$ cat config.mk
export PLATFORM = sky130hd
export DESIGN_NAME = serial_query_master_flat
export DESIGN_NICKNAME = d
export VERILOG_FILES = /design/src/rtl/serial_query_master_pkg.sv /design/src/rtl/serial_query_master_if.sv /design/src/rtl/serial_query_master.sv /design/src/flat_wrapper.sv
export SDC_FILE = /design/constraint.sdc
export NUM_CORES = 1
export LEC_CHECK = 0
export CAP_MARGIN = 20
export CORE_ASPECT_RATIO = 0.8
export CORE_MARGIN = 1
export CORE_UTILIZATION = 45
export DETAILED_ROUTE_END_ITERATION = 7
export PLACE_DENSITY = 0.82
export REMOVE_ABC_BUFFERS = 1
export SLEW_MARGIN = 25
export SYNTH_ARGS = -nofsm -noshare
export SYNTH_HDL_FRONTEND = slang
export SYNTH_SLANG_ARGS = --single-unit
$ cat constraint.sdc
create_clock -name clock -period 1.7 [get_ports clock]
set_input_delay 0.34 -clock clock [delete_from_list [all_inputs] [get_ports clock]]
set_output_delay 0.34 -clock clock [all_outputs]
set_load 0.05 [all_outputs]
$ cat src/rtl/serial_query_master_pkg.sv
// Shared types and constants for the serial query master.
package serial_query_pkg;

   typedef enum logic [2:0] {
      IDLE,
      SEND,
      TURN,
      RECV,
      HOLD
   } state_e;

   localparam int NSizeDef = 8;

   // Acceptance edge to first cycle with resp_valid high.
   function automatic int frame_latency(
      input int nsize,
      input int turn
   );
      return 2 * nsize + turn + 1;
   endfunction

endpackage

$ cat src/rtl/serial_query_master_if.sv
// Request, serial line and response signals of the query master.
interface serial_query_master_if
   import serial_query_pkg::*;
#(
   parameter int NSize = NSizeDef
);

   logic             req_valid;
   logic [NSize-1:0] req_addr;
   logic             req_ready;
   logic             ser_out;
   logic             ser_en;
   logic             ser_in;
   logic             resp_valid;
   logic [NSize-1:0] resp_data;
   logic             resp_ready;

   modport master (
      input  req_valid,
      input  req_addr,
      input  ser_in,
      input  resp_ready,
      output req_ready,
      output ser_out,
      output ser_en,
      output resp_valid,
      output resp_data
   );

   modport slave (
      output req_valid,
      output req_addr,
      output ser_in,
      output resp_ready,
      input  req_ready,
      input  ser_out,
      input  ser_en,
      input  resp_valid,
      input  resp_data
   );

endinterface

$ cat src/rtl/serial_query_master.sv
// Shifts a query address out serially, waits the turnaround,
// then collects the serial reply and offers it on valid/ready.
module serial_query_master
   import serial_query_pkg::*;
#(
   parameter int NSize  = NSizeDef,
   parameter int Turn   = 1,
   parameter int CountW = 16
) (
   input  logic                  clock,
   input  logic                  reset,
   serial_query_master_if.master bus,
   output logic                  busy,
   output logic [CountW-1:0]     done_count
);

   localparam int CntMax = (NSize > Turn) ? NSize : Turn;
   localparam int CntW   = $clog2(CntMax + 1);

   localparam logic [CntW-1:0] LastBit  =
      CntW'(NSize - 1);
   localparam logic [CntW-1:0] LastTurn =
      CntW'((Turn > 0) ? Turn - 1 : 0);
   localparam logic [CntW-1:0] One = CntW'(1);

   state_e state_q, state_d;

   logic [CntW-1:0]   cnt_q;
   logic [NSize-1:0]  sh_q;
   logic [NSize-1:0]  resp_q;
   logic              ser_out_q;
   logic              ser_en_q;
   logic [CountW-1:0] done_q;

   always_ff @(posedge clock or negedge reset) begin
      if (!reset) state_q <= IDLE;
      else        state_q <= state_d;
   end

   always_comb begin
      state_d = state_q;
      unique case (state_q)
         IDLE: if (bus.req_valid) state_d = SEND;
         SEND: if (cnt_q == LastBit)
            state_d = (Turn == 0) ? RECV : TURN;
         TURN: if (cnt_q == LastTurn) state_d = RECV;
         RECV: if (cnt_q == LastBit) state_d = HOLD;
         HOLD: if (bus.resp_ready) state_d = IDLE;
         default: state_d = IDLE;
      endcase
   end

   // ser_out/ser_en are registered so they hold for a full cycle.
   always_ff @(posedge clock or negedge reset) begin
      if (!reset) begin
         cnt_q     <= '0;
         sh_q      <= '0;
         resp_q    <= '0;
         ser_out_q <= 1'b0;
         ser_en_q  <= 1'b0;
         done_q    <= '0;
      end else begin
         unique case (state_q)
            IDLE: if (bus.req_valid) begin
               sh_q      <= bus.req_addr >> 1;
               ser_out_q <= bus.req_addr[0];
               ser_en_q  <= 1'b1;
               cnt_q     <= '0;
            end
            SEND: if (cnt_q == LastBit) begin
               ser_out_q <= 1'b0;
               ser_en_q  <= 1'b0;
               cnt_q     <= '0;
            end else begin
               ser_out_q <= sh_q[0];
               sh_q      <= sh_q >> 1;
               cnt_q     <= cnt_q + One;
            end
            TURN: begin
               cnt_q <= (cnt_q == LastTurn) ? '0 : cnt_q + One;
            end
            RECV: begin
               for (int i = 0; i < NSize; i++)
                  if (cnt_q == CntW'(i)) resp_q[i] <= bus.ser_in;
               cnt_q <= (cnt_q == LastBit) ? '0 : cnt_q + One;
            end
            HOLD: if (bus.resp_ready) begin
               resp_q <= '0;
               done_q <= done_q + CountW'(1);
            end
            default: ;
         endcase
      end
   end

   assign bus.req_ready  = (state_q == IDLE);
   assign bus.ser_out    = ser_out_q;
   assign bus.ser_en     = ser_en_q;
   assign bus.resp_valid = (state_q == HOLD);
   assign bus.resp_data  = resp_q;
   assign busy           = (state_q != IDLE);
   assign done_count     = done_q;

endmodule

$ cat src/flat_wrapper.sv
// flat-port wrapper written by rule: the top's interface ports become plain ports
module serial_query_master_flat import serial_query_pkg::*;
#(
   parameter int NSize  = NSizeDef,
   parameter int Turn   = 1,
   parameter int CountW = 16
)
  (clock, reset, busy, done_count, bus_req_valid, bus_req_addr, bus_ser_in, bus_resp_ready, bus_req_ready, bus_ser_out, bus_ser_en, bus_resp_valid, bus_resp_data);
  serial_query_master_if #(.NSize(NSize)) bus_i ();
  input  logic clock;
  input  logic reset;
  output logic busy;
  output logic [CountW-1:0] done_count;
  input wire logic [$bits(bus_i.req_valid)-1:0] bus_req_valid;
  input wire logic [$bits(bus_i.req_addr)-1:0] bus_req_addr;
  input wire logic [$bits(bus_i.ser_in)-1:0] bus_ser_in;
  input wire logic [$bits(bus_i.resp_ready)-1:0] bus_resp_ready;
  output wire logic [$bits(bus_i.req_ready)-1:0] bus_req_ready;
  output wire logic [$bits(bus_i.ser_out)-1:0] bus_ser_out;
  output wire logic [$bits(bus_i.ser_en)-1:0] bus_ser_en;
  output wire logic [$bits(bus_i.resp_valid)-1:0] bus_resp_valid;
  output wire logic [$bits(bus_i.resp_data)-1:0] bus_resp_data;
  assign bus_i.req_valid = bus_req_valid;
  assign bus_i.req_addr = bus_req_addr;
  assign bus_i.ser_in = bus_ser_in;
  assign bus_i.resp_ready = bus_resp_ready;
  assign bus_req_ready = bus_i.req_ready;
  assign bus_ser_out = bus_i.ser_out;
  assign bus_ser_en = bus_i.ser_en;
  assign bus_resp_valid = bus_i.resp_valid;
  assign bus_resp_data = bus_i.resp_data;
  serial_query_master #(.NSize(NSize), .Turn(Turn), .CountW(CountW)) u_core (.clock(clock), .reset(reset), .bus(bus_i), .busy(busy), .done_count(done_count));
endmodule
# [Word level (Yosys, flattened, before mapping)]
# Index checks and enable logic that the tools add are counted.
[totals] wordCells=90 reg_bits=41 out_inout_bits=29 inputBits=13
[classes] eq_ne=24 add_sub_neg=2 reduce_logical=21 muxes=29
[ops] cell="case mux 8 bit (2 select lines)" count=2
[ops] cell="AND reduction 3 bit" count=10
[ops] cell="2-to-1 mux 8 bit" count=3
[ops] cell="!= test 2 x 1 -> 1 bit, second input constant" count=10
[ops] cell="adder 16 x 1 -> 16 bit, second input constant" count=1
[ops] cell="== test 4 x 3 -> 1 bit, second input constant" count=4
[ops] cell="2-to-1 mux 3 bit" count=5
[ops] cell="case mux 3 bit (5 select lines)" count=1
[ops] cell="2-to-1 mux 1 bit" count=12
[ops] cell="2-to-1 mux 4 bit" count=3
[ops] cell="case mux 4 bit (3 select lines)" count=1
[ops] cell="== test 4 x 2 -> 1 bit, second input constant" count=2
[ops] cell="== test 3 x 2 -> 1 bit, second input constant" count=2
[ops] cell="!= test 2 bit, second input constant" count=3
[ops] cell="AND reduction 2 bit" count=3
[ops] cell="nonzero test 3 bit" count=2
[ops] cell="AND reduction 5 bit" count=1
[ops] cell="adder 4 x 1 -> 4 bit, second input constant" count=1
[ops] cell="== test 4 x 1 -> 1 bit, second input constant" count=1
[ops] cell="logical NOT 4 bit" count=1
[ops] cell="case mux 1 bit (2 select lines)" count=2
[ops] cell="nonzero test 2 bit" count=2
[ops] cell="== test 3 x 1 -> 1 bit, second input constant" count=1
[ops] cell="== test 3 bit, second input constant" count=1
[ops] cell="other kinds (2)" count=2

# [Logic depth before layout (Yosys ltp)]
# Gate-level depths: netlist of the first run.
[logic_depth] word_depth=4 depth_mapped=6 mapped_depth_nobuf=6

# [Least setup slack after synthesis of the first run]
# Ideal clock, no wire load.
[synth_timing] path_type="register to output" start="register u_core.state_q[2]" end="output port bus_req_ready" n_path_buf=1 path_stages_with_launch=4 t_arrival_ps=1658 slack_ps=-298 path_cell_list="dfrtp_1 -> clkbuf_1 -> or3_1 -> inv_1"
[synth_between] elab_chain_cells=1
[synth_rtl] element="from (decl)" line="serial_query_master.sv:26" text="state_e state_q, state_d;"
[synth_rtl] element="from (signal assigned)" line="serial_query_master.sv:37" text="else state_q <= state_d;"
[synth_rtl] element="logical NOT 3 bit" line="serial_query_master.sv:96" text="assign bus.req_ready = (state_q == IDLE);"
[synth_rtl] element="to (decl)" line="flat_wrapper.sv:18" text="output wire logic [$bits(bus_i.req_ready)-1:0] bus_req_ready;"
# No other way between the ends.

# [Final worst setup path of the first run]
[layout_timing] start="register u_core.state_q[2]" end="output port bus_resp_valid"
[layout_between] elab_chain_cells=1
[layout_rtl] element="== test 3 bit" line="serial_query_master.sv:99" text="assign bus.resp_valid = (state_q == HOLD);"
[layout_rtl] element="to (decl)" line="flat_wrapper.sv:21" text="output wire logic [$bits(bus_i.resp_valid)-1:0] bus_resp_valid;"
# No other way between the ends.

==> results.md, run 1 <==
- GRT Util Overall: 0.2088
- Worst-Margin Slew: 0.5061 ns
- Die area: 4687 sq um
- Vias/cell: 5.116
- Synthesized instance count: 193
- Slew Limit Fails: 0
- CP max-delay cell: or3b_4
- H-tree levels: 2
- Routed len/inst: 14.28 um
- Area share of the largest cell type after synthesis: 0.5038
- Power per cell area: 1600 nW/um^2
- Final setup viols: 3
- Die W: 76.29 um
- Clk root buf: clkbuf_8
- Crit-path cells: or3b_4, inv_4, buf_12
- Worst slack at placement: -0.09747 ns
- Final GP Congestion: 0.7885
- Starting Density: 0.4726
- Seq/Total Area, Yosys: 0.5038
- Routed wire length: 4670 um
- Total gr overflow: 0
- Clock Latency Late Sink: 0.30 ns
- Core Footprint: 4204 sq um
- Clock skew: 0.01011 ns
- Core Util, Final: 0.6723
- Final Hold Fails: 0
- IO Port Bufs: 41
- FFs w/ async S/R, synth: 1.000
- Min Tclk post-route: 1.744 ns
- Met3 usage: 0.05926
- Clock-pin transition on the worst setup and hold timing paths: 0.09 ns
- Final Cycle Share: 1.026
- Antenna cells: 0
- # nets final: 287
- Yosys reg bits: 40
- CP Launch Type: flop
- CP required: 1.36 ns
- Global-route wire length before repair: 7272 um
- CP bufs+invs: 2
- Top Family by Delay on Critical Path: simple AND/OR/NAND/NOR gates
- Pwr Total: 4.522 mW
- Max VDD drop: 0.001017 V
- Die height: 61.44 um
- GR Util met1: 0.2732
- Outcome: finished with violations
- Synth cell count leaders: dfrtp_1, nand2_1, nor2_1
- Synth unique cells: 42
- EDFF count, synth: 0
- Inst Count DP: 309
- CTS hold repair buffers: 0
- Crit path kind: flop to output pin
- Post-DP HPWL: 3104 um
- Max FO, Critical Path: 5
- Final worst slack: -0.04360 ns
- Violated checks: setup timing
- Crit end category: output pin
- Leakage: 1.414 nW
- Fmax: 573.5 MHz
- I/O Pins: 42
- WHS: 0.08455 ns
- Area leader, netlist: dfrtp_1
- Initial antenna violation count: 0
- Slew HR: 0.6626
- Count leader, synth: dfrtp_1
- Synth Cell Area: 1987 sq um
- Worst hold path type: primary input to async pin
- RSZ-0062 raised after global routing: true
- Mean post-synth cell area: 10.29 sq um
- Sum Neg Setup Slack: -0.1239 ns
- Placed Area: 2590 sq um
- CTS tree: done
- Clock sinks: 40
- Max-cap violations: 0
- Row Count: 21
- Largest stage delay on the critical path: 0.46 ns
- Ys Warns: 0
- Routed Antenna Nets: 0
- Starting DRT DRC Count: 154
- Dominant synthesized flop cell: dfrtp_1
- Finished Cell Area: 2826 sq um
- Pin count of the biggest net entering global routing: 41
- Final Non-Filler Cells: 327
- Dominant cells by area after synthesis: dfrtp_1, mux2i_1, nand2_1, xnor2_1, ha_1
- Clock buffer depth: 2
- CTS Buf Count: 5
- Routed vias: 1673
- Vias in the first global route: 1529
- Area delta synth->final: 42.25%
- Most used routing layer: met2
- Share of layout cells above drive strength 1: 0.3407
- M2 GR Usage: 0.3372
- Drt drc: 0
- WP data arrival: 1.40 ns
- Total iterations of the first detailed-routing run: 4
cells in the final DEF (no fill, tap or decap), types with 2 or more instances in the layout:
cell type        Yosys  routed
buf_6                0       3
nand3_1              7       7
buf_12               0       3
or3b_4               1       2
nor2_1              15      15
o22ai_1              2       2
nand3b_1             2       2
inv_2                0       3
ha_1                 5       3
buf_4                0      59
nand2_1             29      29
clkbuf_8             0       5
mux2i_1             13      13
o21ai_0              3       3
and3_1               2       2
nor3b_1              2       2
clkdlybuf4s50_1      0      11
inv_1                6       2
xnor2_1             11      11
nor2b_1              2       2
nand4_1              2       2
a21oi_1             10       9
or2_2                2       2
and4_1               3       3
nor3_1               4       3
dfrtp_1             40      40
xor2_1               5       5
ha_2                 0       2
routing by layer:
| metal | share of wire | wire length, um |
|---|---|---|
| met2 | 0.49 | 2266 |
| met5 | 0 | 0 |
| met3 | 0.054 | 251 |
| met1 | 0.45 | 2109 |
| met4 | 0.0090 | 42 |
registers in the layout, indices dropped and copies added, names as in the netlist:
name,flops
u_core.bus.ser_out,1
u_core.sh_q,7
u_core.bus.ser_en,1
u_core.done_count,16
u_core.cnt_q,4
u_core.state_q,3
u_core.bus.resp_data,8
final timing paths:
kind / start / to / slack [ns] / cells after the start
setup / recovery: u_core.state_q[2] / bus_resp_valid / -0.04 / 3
hold / removal: reset / u_core.done_count[5] / 0.08 / 2
setup reg to reg: u_core.cnt_q[1] / u_core.state_q[0] / 0.04 / 6
hold reg to reg: u_core.done_count[15] / u_core.done_count[15] / 0.48 / 1
max in group asynchronous: reset / u_core.bus.resp_data[4] / 1.25 / 2
min in group clock: u_core.done_count[15] / u_core.done_count[15] / 0.48 / 1
final cells by class:
cell class              instances  area [sq um]
fillers                       334          1378
repair buffers                 77         651.9
clock buffers                   5         68.82
inverters                       6         25.02
well taps                      57         71.32
multi-input cells             139         965.9
clock inverters                 3         42.54
flip-flops and latches         40          1001
repair_timing:
| action | CTS | global route |
|---|---|---|
| gates resized for setup | 12 | 6 |
| setup buffers | 7 | 2 |
| setup endpoints to repair | 7 | 15 |
| pin swaps | 2 | 3 |
| gates cloned | 0 | 1 |
kinds of logic (layout without fill, tap and decap cells):
kind of cell,Yosys count,count (layout),share of synthesized area
AO/OA/AOI/OAI,24,24,0.08502
XOR/XNOR,16,16,0.07053
adder cells (fa/ha/maj),5,5,0.03149
buffers and inverters,14,91,0.02833
flip-flops,40,40,0.5038
multiplexers,14,14,0.07116
AND/OR/NAND/NOR,80,80,0.2097
worst register-to-register path, cell delays in order (launching register included):
cell and delay [ns]:
dfrtp_1 0.43, inv_2 0.07, ha_2 0.17, or3b_4 0.40, a21oi_4 0.15, nand2_1 0.09, a221oi_2 0.26
where the power goes:
part | total, mW | internal [mW] | leakage, nW | switching, mW
combinational | 2.34 | 1.03 | 0.848 | 1.31
sequential | 1.41 | 1.23 | 0.512 | 0.185
clock | 0.774 | 0.434 | 0.0541 | 0.340
No activity file was read; power rests on OpenSTA's default activity.
==> run 2: changes to the inputs <==
Settings changed: CTS_CLUSTER_SIZE set to 24.
==> results of run 2 <==
No change in the layout: final DEF, timing and power equal those of run 1.
==> run 3: changes to the inputs <==
Settings changed: CORE_MARGIN 1 to unset, CORE_UTILIZATION 45 to 40, PLACE_DENSITY 0.82 to 0.75.
==> run 3 against run 2 <==
The run still ends with setup timing left. Clock power grew 8.9%. First-iteration DRC count fell by 38%. Clock-buffer cell count grew 1. Core utilization is 5.3 points lower. Critical endpoint is now bus_req_ready. Highest routed layer unchanged.
==> results.md, run 3 (same netlist as run 1, synthesis figures left out) <==
- Finished Cell Area: 2899 sq um (+2.6%)
- Pin count of the biggest net entering global routing: 28 (-32%)
- Final Hold Fails: 0 (unchanged)
- Final GP Congestion: 0.7818 (-0.85%)
- I/O Pins: 42 (unchanged)
- Placed Area: 2596 sq um (+0.24%)
- Routed len/inst: 14.02 um (-1.8%)
- Sequential Area: 1002 sq um (+0.12%)
- Max reg flops: 16 (unchanged)
- Core Util, Final: 0.6195 (-0.05280)
- CTS Buf Count: 5 (unchanged)
- Clock sinks: 40 (unchanged)
- Vias/cell: 5.048 (-1.3%)
- Starting Density: 0.4246 (-0.04802)
- Final Cycle Share: 1.048 (+0.02241)
- Initial antenna violation count: 0 (unchanged)
- Most used routing layer: met2
- Fmax: 561.3 MHz (-2.1%)
- Vias in the first global route: 1607 (+5.1%)
- # nets final: 290 (+1.0%)
- Reg power frac: 0.297 (-0.015)
- Clock-pin transition on the worst setup and hold timing paths: 0.08 ns (about the same)
- Routed vias: 1681 (+0.48%)
- Violated checks: setup timing
- Cell-internal power: 2.847 mW (+5.9%)
- IO Port Bufs: 41 (unchanged)
- Die W: 80.80 um (+5.9%)
- Total gr overflow: 0 (unchanged)
- Leakage: 1.438 nW (+1.7%)
- Worst-Margin Slew: 0.5999 ns (+0.09383 ns)
- Power per cell area: 1657 nW/um^2 (+3.6%)
- Worst hold path type: primary input to async pin
- Most common cell after layout, fill and taps aside: buf_4
- Reg2Reg Launch Point: u_core.cnt_q[1]
- Total iterations of the first detailed-routing run: 4 (unchanged)
- Starting DRT DRC Count: 95 (-38%)
- CP required: 1.36 ns (about the same)
- Worst slack at placement: -0.1325 ns (-0.03507 ns)
- Global-route wire length before repair: 7534 um (+3.6%)
- Multi-input gate area: 1010 sq um (+4.5%)
- Post-DP HPWL: 3190 um (+2.8%)
- Final worst slack: -0.08170 ns (-0.03810 ns)
- Slew HR: 0.6001 (-0.06255)
- Core Footprint: 4679 sq um (+11%)
- Max FO, Critical Path: 10 (+5)
- WP data arrival: 1.44 ns (+0.04 ns)
- Fill cells: 392 (+17%)
- Outcome: finished with violations
- CP Launch Type: flop
- Row Count: 22 (+4.8%)
- Final Non-Filler Cells: 333 (+1.8%)
- Final setup viols: 3 (unchanged)
- Pwr Total: 4.804 mW (+6.2%)
- Most frequent cells in the layout: buf_4, dfrtp_1, nand2_1
- Share of layout cells above drive strength 1: 0.3773 (+0.03655)
- Clk pwr share: 0.175 (+0.004)
- GRT Util Overall: 0.1917 (-0.01708)
- Crit path kind: flop to output pin
- Clock skew: 0.002746 ns (-0.007362 ns)
- Die height: 65.04 um (+5.9%)
- Clock Latency Late Sink: 0.30 ns (about the same)
- Antenna cells: 0 (unchanged)
- Routed wire length: 4669 um (about the same)
- Clk root buf: clkbuf_8
- Min Tclk post-route: 1.782 ns (+0.03810 ns)
- Die area: 5255 sq um (+12%)
- Met3 usage: 0.04648 (-0.01278)
- CTS tree: done
- Crit end category: output pin
- Routed Antenna Nets: 0 (unchanged)
- Combinational fraction of design power: 0.528 (+0.012)
- H-tree levels: 2 (unchanged)
- M2 GR Usage: 0.3051 (-0.03211)
- Psw: 1.958 mW (+6.8%)
- Max-cap violations: 0 (unchanged)
- GR Util met1: 0.2616 (-0.01155)
- Inst Count DP: 314 (+1.6%)
- Area delta synth->final: 45.91%
- WHS: 0.03751 ns (-0.04704 ns)
- Max VDD drop: 0.0008760 V (-14%)
- Switching share of power: 0.4075 (+0.002121)
- Drt drc: 0 (unchanged)
- Sum Neg Setup Slack: -0.1609 ns (-0.03694 ns)
- Clock buffer depth: 2 (unchanged)
- CP startpoint: u_core.state_q[1]
- RSZ-0062 raised after global routing: true
- Slew Limit Fails: 0 (unchanged)
- CTS hold repair buffers: 0 (unchanged)
run 3: per-layer routing:
layer / vias to the layer above / wire (um)
met1: 805 / 2204
met5: - / 0
met3: 4 / 280
met2: 47 / 2138
met4: 0 / 45
li1: 825 / -
run 3: cell type report:
type                    instances  share of cell area
inverters                       6            0.008632
flip-flops and latches         40              0.3457
multi-input cells             139              0.3483
repair buffers                 80              0.2296
clock buffers                   6             0.02849
well taps                      60             0.02590
clock inverters                 2             0.01338
run 3: repair_timing:
action	4_1_cts	5_1_grt
gates resized for setup	9	22
setup endpoints to repair	12	14
pin swaps	3	4
gates cloned	1	0
setup buffers	4	6
endpoints found under the hold margin	0	0
run 3: path summary, 6_finish.rpt:
path                                            to  slack [ns]  cells after the start
max                                  bus_req_ready       -0.08                      4
min                        u_core.bus.resp_data[5]        0.04                      1
max reg2reg                         u_core.sh_q[4]           0                      7
min reg2reg                  u_core.done_count[15]        0.50                      1
max in group asynchronous           u_core.sh_q[0]        1.10                      2
min in group clock           u_core.done_count[15]        0.50                      1
run 3: power groups by stage:
stage / Combinational, mW / Clock [mW] / Sequential [mW]
2_1_floorplan: 0.859 / 0 / 1.88
3_3_place_gp: 2.09 / 0 / 1.40
3_5_place_dp: 2.13 / 0 / 1.41
4_1_cts: 2.25 / 0.843 / 1.39
5_1_grt: 2.76 / 0.896 / 1.46
6_report: 2.54 / 0.843 / 1.43
run 3: critical path, cell delays in order, from the launching register on:
cell	delay, ns
dfrtp_1	0.40
buf_4	0.19
or3_4	0.34
inv_2	0.08
buf_12	0.13
